--- config.mk ---
export PLATFORM = sky130hd
export DESIGN_NAME = bit_serializer
export DESIGN_NICKNAME = d
export VERILOG_FILES = /design/src/rtl/bit_serializer.sv
export SDC_FILE = /design/constraint.sdc
export NUM_CORES = 1
export LEC_CHECK = 0
export CAP_MARGIN = 15
export CORE_UTILIZATION = 58
export DETAILED_ROUTE_END_ITERATION = 8
export PLACE_DENSITY_LB_ADDON = 0.1
export SKIP_LAST_GASP = 1
export SLEW_MARGIN = 0
export SYNTH_ARGS = -nofsm -noshare
export SYNTH_HDL_FRONTEND = slang
export SYNTH_SLANG_ARGS = --single-unit
--- constraint.sdc ---
create_clock -name clock_1MHz -period 5.4 [get_ports clock_1MHz]
set_clock_uncertainty 0.1 [all_clocks]
set_input_delay 0.81 -clock clock_1MHz [delete_from_list [all_inputs] [get_ports clock_1MHz]]
set_output_delay 0.81 -clock clock_1MHz [all_outputs]
set_load 0.01 [all_outputs]
--- src/rtl/bit_serializer.sv ---
// bit_serializer: shifts a byte out LSB first as timed write strobes.
// Optional status watchdog enabled by defining BIT_SERIALIZER_TIMEOUT_EN.
module bit_serializer #(
  parameter int HOLD_CYCLES = 10,
  parameter int GAP_CYCLES  = 10
) (
  input  logic       clock_1MHz,
  input  logic       rst,
  input  logic [7:0] byte_in,
  input  logic       byte_valid,
  output logic       byte_ready,
  input  logic       status_in,
  output logic       data_out,
  output logic       write_out,
  output logic       busy,
  output logic       err_out
);

  typedef enum logic [2:0] {
    IDLE,
    WAIT_RDY,
    HIGH,
    LOW,
    WAIT_DONE
  } state_t;

  localparam logic [7:0] HOLD_LD = 8'(HOLD_CYCLES);
  localparam logic [7:0] GAP_LD  = 8'(GAP_CYCLES);

  state_t     state;
  state_t     state_d;
  logic       live;
  logic [7:0] shreg;
  logic [7:0] cnt;
  logic [3:0] bits;
  logic       accept;
  logic       ld_hold;
  logic       ld_gap;
  logic       dec;
  logic       shift;
  logic       wd_hit;

  // live holds byte_ready low until the first edge after reset release.
  assign byte_ready = live && (state == IDLE);
  assign write_out  = (state == HIGH);
  assign busy       = (state != IDLE);

`ifdef BIT_SERIALIZER_TIMEOUT_EN
  logic [7:0] wd;
  logic       waiting;
  logic       err_q;

  assign waiting = (state == WAIT_RDY) || (state == WAIT_DONE);
  assign wd_hit  = waiting && (wd == 8'd254);
  assign err_out = err_q;

  // Count cycles spent waiting on status_in; pulse err on expiry.
  always_ff @(posedge clock_1MHz or negedge rst) begin
    if (!rst) begin
      wd    <= '0;
      err_q <= 1'b0;
    end else begin
      if (waiting && (state_d == state)) begin
        wd <= wd + 8'd1;
      end else begin
        wd <= '0;
      end
      if (state == WAIT_RDY) begin
        err_q <= wd_hit && !status_in;
      end else begin
        err_q <= wd_hit && status_in;
      end
    end
  end
`else
  assign wd_hit  = 1'b0;
  assign err_out = 1'b0;
`endif

  // State register.
  always_ff @(posedge clock_1MHz or negedge rst) begin
    if (!rst) begin
      state <= IDLE;
    end else begin
      state <= state_d;
    end
  end

  // Next-state and datapath control.
  always_comb begin
    state_d = state;
    accept  = 1'b0;
    ld_hold = 1'b0;
    ld_gap  = 1'b0;
    dec     = 1'b0;
    shift   = 1'b0;
    unique case (state)
      IDLE: begin
        if (live && byte_valid) begin
          accept  = 1'b1;
          state_d = WAIT_RDY;
        end
      end
      WAIT_RDY: begin
        if (status_in) begin
          ld_hold = 1'b1;
          state_d = HIGH;
        end else if (wd_hit) begin
          state_d = IDLE;
        end
      end
      HIGH: begin
        if (cnt == 8'd1) begin
          ld_gap  = 1'b1;
          state_d = LOW;
        end else begin
          dec = 1'b1;
        end
      end
      LOW: begin
        if (cnt == 8'd1) begin
          shift = 1'b1;
          if (bits == 4'd7) begin
            state_d = WAIT_DONE;
          end else begin
            ld_hold = 1'b1;
            state_d = HIGH;
          end
        end else begin
          dec = 1'b1;
        end
      end
      WAIT_DONE: begin
        if (!status_in || wd_hit) begin
          state_d = IDLE;
        end
      end
      default: begin
        state_d = IDLE;
      end
    endcase
  end

  // Shift register, bit counter, phase counter and data_out.
  always_ff @(posedge clock_1MHz or negedge rst) begin
    if (!rst) begin
      live     <= 1'b0;
      shreg    <= '0;
      cnt      <= '0;
      bits     <= '0;
      data_out <= 1'b0;
    end else begin
      live <= 1'b1;
      if (accept) begin
        shreg <= byte_in;
        bits  <= '0;
      end
      if (shift) begin
        shreg <= {1'b0, shreg[7:1]};
        bits  <= bits + 4'd1;
      end
      if (ld_hold) begin
        cnt      <= HOLD_LD;
        data_out <= shift ? shreg[1] : shreg[0];
      end else if (ld_gap) begin
        cnt <= GAP_LD;
      end else if (dec) begin
        cnt <= cnt - 8'd1;
      end
    end
  end

endmodule

# == Word level (Yosys, flattened, before mapping) ==
# Cells that the tools add are included.
# classes
add_sub_neg,2
eq_ne,11
n_mux,26
n_reduce_logical,8
# op_table
operator,n
2-to-1 mux 8 bit,5
2-to-1 mux 3 bit,6
one-hot mux 3 bit (5 select lines),1
2-to-1 mux 1 bit,11
"== test 8 x 1 -> 1 bit, second input constant",1
2-to-1 mux 4 bit,2
"subtractor 8 x 1 -> 8 bit, second input constant",1
"== test 3 x 2 -> 1 bit, second input constant",2
"!= test 2 bit, second input constant",3
nonzero test 3 bit,2
AND reduction 5 bit,1
"adder 4 x 1 -> 4 bit, second input constant",1
"== test 4 x 3 -> 1 bit, second input constant",1
"!= test 2 x 1 -> 1 bit, second input constant",2
"== test 3 x 1 -> 1 bit, second input constant",1
"== test 3 bit, second input constant",1
logical NOT 3 bit,1
logical AND 1 bit,2
one-hot mux 1 bit (2 select lines),1
nonzero test 2 bit,1
OR reduction 2 bit,1
# totals
reg_bits,25
input_bits,12
elab_cells,53

# == Logic depth before layout (Yosys ltp) ==
# Gate-level depths: netlist (run 1).
# logic_depth
ltp_word,6
mapped_depth,8
depth_no_buf,6

# == Worst setup path after synthesis (run 1) ==
# No wires, ideal clock.
# synth_timing
kind,register to register
from,reg cnt[1]
to,reg data_out
setup_time_ns,0.125
t_arrival_ns,2.078
path_slack_ns,3.097
path_stages_with_launch,8
path_buffers,1
cell_sequence,dfrtp_1 > inv_1 > ha_1 > nor4b_4 > or4b_1 > buf_2 > mux2_4 > mux2_4
# synth_between
elab_chain_len,4
# synth_lines
item,line_no,rtl
start: declaration,34,logic [7:0] cnt;
start signal: assignment,168,cnt <= cnt - 8'd1;
== test 8 x 1 -> 1 bit *,121,if (cnt == 8'd1) begin
2-to-1 mux 1 bit,121,
2-to-1 mux 1 bit,97,unique case (state)
2-to-1 mux 1 bit,164,data_out <= shift ? shreg[1] : shreg[0];
end signal: assignment,164,
end: declaration,13,"output logic data_out,"
# Every way passes the cells marked *; elsewhere a longest branch is shown, timed or not.
# A chain may end at the register's enable or synchronous reset.

# == Final worst setup path (run 1) ==
# layout_timing
from,reg state[1]
to,out byte_ready
# layout_between
elab_chain_len,2
# layout_lines
item,line_no,rtl
start: declaration,30,state_t state;
start signal: assignment,85,state <= state_d;
logical NOT 3 bit,44,assign byte_ready = live && (state == IDLE);
logical AND 1 bit,44,
end: declaration,11,"output logic byte_ready,"
# Every way passes these cells.

==> results of run 1 <==
cell usage in the layout, fill, tap and decap left out, types with 2 or more instances in the layout:
cell type and instances:
nand3b_1 3, nand2b_1 5, inv_1 5, mux2_4 2, o21ai_0 4, nand3_1 6
a21oi_1 6, clkdlybuf4s50_1 15, nor3_1 5, nor2_1 18, mux2i_1 5, clkbuf_4 3
dfrtp_1 25, a211oi_1 2, nand4_1 2, nand2_1 21, a31oi_1 8, and2_1 2
conb_1 2, ha_1 3
state kept, by name (all words and copies together) (netlist names):
signal and cells:
cnt 8, bits 4, shreg 8, state 3
data_out 1, live 1
stage by stage:
step / power (mW) / instances
2_1_floorplan: 0.5584 / 147
3_3_place_gp: 0.6317 / 184
3_5_place_dp: 0.6475 / 184
4_1_cts: 0.7361 / 188
5_1_grt: 0.8029 / 189
6_report: 0.7382 / 189
synthesized netlist by cell type:
cell type,instances
a211oi_1,2
a21boi_0,1
a21o_1,1
a21oi_1,6
a21oi_2,1
a31oi_1,8
and2_1,2
buf_2,1
buf_4,1
clkbuf_1,5
conb_1,2
dfrtp_1,25
ha_1,3
inv_1,5
mux2_2,1
mux2_4,2
mux2i_1,5
nand2_1,21
nand2b_1,5
nand3_1,6
nand3b_1,3
nand4_1,2
nor2_1,18
nor2b_1,1
nor3_1,5
nor3b_1,1
nor4b_4,1
o21ai_0,4
o22ai_1,1
o2bb2ai_1,1
o41ai_1,1
or2_2,1
or3_1,1
or4_1,1
or4b_1,1
xnor2_1,1
xor2_1,1
final timing paths:
kind | from | end | slack (ns) | cells after the start
setup / recovery | state[1] | byte_ready | 2.60 | 3
hold / removal | data_out | data_out | 0.44 | 1
setup reg to reg | cnt[1] | data_out | 2.80 | 7
hold reg to reg | data_out | data_out | 0.44 | 1
max in group asynchronous | rst | shreg[7] | 4.05 | 2
min in group asynchronous | rst | state[0] | 0.70 | 1
cell families (layout without fill, tap and decap cells):
| logic type | after synthesis | count (layout) |
|---|---|---|
| and+or+nand+nor | 69 | 69 |
| AOI/OAI and AO/OA | 26 | 26 |
| DFF | 25 | 25 |
| buffers and inverters | 12 | 26 |
| muxes | 8 | 8 |
| adders and majority gates | 3 | 3 |
| other | 2 | 2 |
| xor gates and xnor gates | 2 | 2 |
worst reg2reg max path, delay by kind of cell, from the launching register on:
| kind | cells | cell delay (ns) |
|---|---|---|
| AND/OR/NAND/NOR | 2 | 0.94 |
| multiplexers | 2 | 0.57 |
| flip-flops | 1 | 0.44 |
| buffers and inverters | 2 | 0.32 |
| adder cells (fa/ha/maj) | 1 | 0.14 |
area by class of cell:
cell class / instances / area [µm²]
multi-input combinational: 110 / 664.4
fill: 184 / 631.9
sequential: 25 / 625.6
timing repair buffer: 17 / 185.2
tap: 28 / 35.03
clock buffer: 3 / 22.52
inverter: 5 / 18.77
clock inverter: 1 / 7.507
routing by layer:
layer / vias to the layer above / part of all wire (%) / track usage, %
met4: 0 / 3.0 / 13.81
li1: 538 / - / -
met1: 503 / 47 / 29.74
met5: - / 0 / 0
met2: 24 / 47 / 38.67
met3: 9 / 3.7 / 4.012
power by group:
| group | internal, mW | switching, mW | total, mW |
|---|---|---|---|
| combinational | 0.153 | 0.151 | 0.304 |
| clock | 0.0283 | 0.0590 | 0.0873 |
| sequential | 0.265 | 0.0812 | 0.346 |
==> reports/qor.txt, run 1 <==
Post-layout min period - 2.805 ns
Average wire per cell in the routed design - 13.41 µm
Final core utilization - 71.16%
Inserted Diodes - 0
Synth warn - 0
Largest family of logic cells by synthesized area - simple AND/OR/NAND/NOR gates
Post-Syn Area per Cell - 9.116 µm²
Max cap viols - 0
DRC - 0
Core area - 2191 µm²
CTS Buf Count - 3
DRT Pass-1 Iters - 4
Sequential share of the synthesized area - 46.69%
CP Class - reg -> out
FP Rows - 17
Full die area - 2507 µm²
Crit path buffers/inverters - 1
Clk_lat worst skew - 0.32 ns
Post-cts sizing count - 0
Max stage delay on crit path - 0.53 ns
Count of different cell masters after synthesis - 37
CP max stage cell - clkdlybuf4s50_1
Critical path cell sequence - nor3_1, and2_1, clkdlybuf4s50_1
Final hold vios - 0
Fin nets - 177
Number of global-route vias before repair - 1,007
Area leader, netlist - dfrtp_1
PD cells - 473.5 nW/µm²
Grt total ovfl - 0
Final setup viols - 0
CP Launch Type - flop
Peak VDD IR - 0.0003034 V
Pre-CTS WS - 2.875 ns
HPWL after DPL - 1.746 mm
Worst hold margin - 0.4423 ns
Hold buffers post-CTS - 0
Post-synthesis mux area share - 6.816%
PortBufs - 15
Final worst slack - 2.595 ns
CTS tree - done
Starting DRC count in detailed routing - 28
Crit path DAT - 1.89 ns
Setup_tns - 0 ns
Clk slew on worst S/H paths - 0.15 ns
Clock Path Buffers - 2
CP top delay family - simple AND/OR/NAND/NOR gates
Largest cells by area after synthesis - dfrtp_1, nand2_1, nor2_1
Status - completed
CTS Root Buffer Type - clkbuf_4
Complex-gate fraction of the synthesized area - 12.14%
I/O Pins - 17
Critical path fanouts, max - 10
Layout cell share with drive strength beyond 1 - 7.453%
Dpl cell area - 1501 µm²
Syn nets - 162
Global-route wire length before repair - 4.367 mm
RSZ-0062 raised after global routing - false
Routed vias - 1,074
Routability cong. - 0.8222
Critical path endpoint category - output port
Post-CTS Setup Bufs - 0
Final ANT Viol Nets - 0
Initial core utilization - 61.17%
Yosys reg bits - 25
Post-Synthesis Cells - 147
Simple-Gate Fraction of Synth Area - 25.96%
Synth Cell Area - 1340 µm²
Slew Limit Headroom - 34.38%
Post-Synth Adder-Cell Area - 2.801%
GRT Total Usage - 23.90%
Final Cycle Share - 51.94%
Final instance area - 1559 µm²
Xor/xnor share of the synthesized area - 1.307%
Slew Limit Fails - 0
Initial antenna violation count - 0
Final wirelength - 2.534 mm
Highest clock rate - 0.3565 GHz
HP Class - reg -> reg
Die Wd - 50.07 µm
Layout Area Growth over Synthesis - 16.34%
Static leakage - 0.6879 nW
Clock net sink count - 25
Required time of the critical path - 4.49 ns
Largest net degree at the start of global routing - 26
Via/cell ratio - 5.683
H-Tree Depth - 1
Share of Yosys cell area claimed by the top area cell type - 46.69%
Worst-Margin Slew - 0.9768 ns
Chip Height - 50.07 µm
(Power assumes the default switching activity.)
==> run 2: changes to the inputs <==
CORE_UTILIZATION = 49   (was 58)
clock period = 2.5 ns   (was 5.4 ns; I/O delays follow)
==> reports/qor.txt, run 2 (synthesis results as in run 1) <==
Status - completed
Setup_tns - 0 ns
Storage element area - 625.6 µm²
Crit path DAT - 1.92 ns
Most frequent cells in the layout - dfrtp_1, nand2_1, nor2_1, clkdlybuf4s50_1, a31oi_1
Grt total ovfl - 0
FP Rows - 18
Fin nets - 181
Filler Cells Inserted - 226
HPWL after DPL - 1.959 mm
Pre-CTS WS - 0.3033 ns
CTS tree - done
Post-cts sizing count - 0
Average wire per cell in the routed design - 13.56 µm
Largest regs - cnt (8), shreg (8), bits (4)
Global-route wire length before repair - 4.347 mm
Highest clock rate - 0.4175 GHz
Initial core utilization - 53.12%
Via/cell ratio - 5.533
Clock Power Share - 11.6%
Final wirelength - 2.644 mm
Slew Limit Fails - 0
Hold buffers post-CTS - 0
Post-layout min period - 2.395 ns
Multi-input logic area - 664.4 µm²
Switching share of power - 39.20%
Required time of the critical path - 2.03 ns
Post-CTS Setup Bufs - 0
Static leakage - 0.7014 nW
Clock Path Buffers - 2
Clk slew on worst S/H paths - 0.14 ns
Full die area - 2948 µm²
Dpl cell area - 1541 µm²
Peak VDD IR - 0.0005842 V
Final setup viols - 0
Starting DRC count in detailed routing - 10
Final hold vios - 0
Chip Height - 54.30 µm
Critical path endpoint category - output port
Max cap viols - 0
CTS Root Buffer Type - clkbuf_4
Final worst slack - 0.1048 ns
DRC - 0
PD cells - 1028 nW/µm²
CTS Buf Count - 3
Layout cell share with drive strength beyond 1 - 9.697%
Final ANT Viol Nets - 0
H-Tree Depth - 1
Routed vias - 1,079
Routability cong. - 0.8331
Critical path fanouts, max - 10
Number of global-route vias before repair - 1,027
Die Wd - 54.30 µm
R2R cell count - 4
Core area - 2522 µm²
GRT Total Usage - 21.12%
Reg power frac - 46.1%
Combinational power share - 42.4%
Most common cell after layout, fill and taps aside - dfrtp_1
HP Class - in -> async
Initial antenna violation count - 0
I/O Pins - 17
PortBufs - 15
RSZ-0062 raised after global routing - false
CP Class - reg -> out
Clock net sink count - 25
CP Launch Type - flop
Inserted Diodes - 0
DRT Pass-1 Iters - 4
Final instance area - 1572 µm²
Largest net degree at the start of global routing - 26
Cell internal pwr - 0.9820 mW
Clk_lat worst skew - 0.32 ns
Final Cycle Share - 95.81%
Layout Area Growth over Synthesis - 17.27%
Net Sw Power - 0.6332 mW
[run 2: cell types whose count changed in the layout (fill, tap and decap cells not counted), sizes merged]
| cell | previous run | this run |
|---|---|---|
| buf | 2 | 6 |
[run 2: layout make-up]
cell class	count	share of cell area (%)
Timing Repair Buffer	21	12.42
Multi-Input combinational cell	110	42.28
Tap cell	30	2.389
Inverter	5	1.194
Sequential cell	25	39.81
Clock inverter	1	0.4777
Clock buffer	3	1.433
[run 2: per-layer routing]
metal  vias to the layer above  track usage, %  share of wire, %
met2                        23           37.20                50
met3                         8           2.500               3.0
met5                         -               0                 0
li1                        537               -                 -
met4                         0           11.54               2.6
met1                       511           24.78                45
[run 2: critical path: stages, from the launching register on]
cell and delay, ns:
dfrtp_1 0.53, nor3_1 0.37, and2_1 0.18, clkdlybuf4s50_1 0.53
[run 2: metrics by stage]
step	util, %	total power [mW]	std cells	hold WS (ns)
6_report	62.30	1.615	195	0.3010
5_1_grt	62.30	1.744	195	0.3392
4_1_cts	62.30	1.626	195	0.3104
3_5_place_dp	61.11	1.438	191	0.4143
3_3_place_gp	61.11	1.399	191	0.4022
2_1_floorplan	-	1.206	147	-0.02059
[run 2: power groups by stage]
stage / Sequential [mW] / Clock [mW] / Combinational (mW)
5_1_grt: 0.770 / 0.206 / 0.768
4_1_cts: 0.743 / 0.194 / 0.689
6_report: 0.744 / 0.187 / 0.684
3_5_place_dp: 0.751 / 0 / 0.687
2_1_floorplan: 0.692 / 0 / 0.514
3_3_place_gp: 0.742 / 0 / 0.656
[run 2: path summary, 6_finish.rpt]
kind	slack [ns]	to	startpoint
setup / recovery	0.10	byte_ready	state[1]
hold / removal	0.30	state[1]	rst
setup reg to reg	0.29	data_out	cnt[2]
hold reg to reg	0.44	data_out	data_out
max in group asynchronous	1.76	bits[1]	rst
min in group clock_1MHz	0.44	data_out	data_out
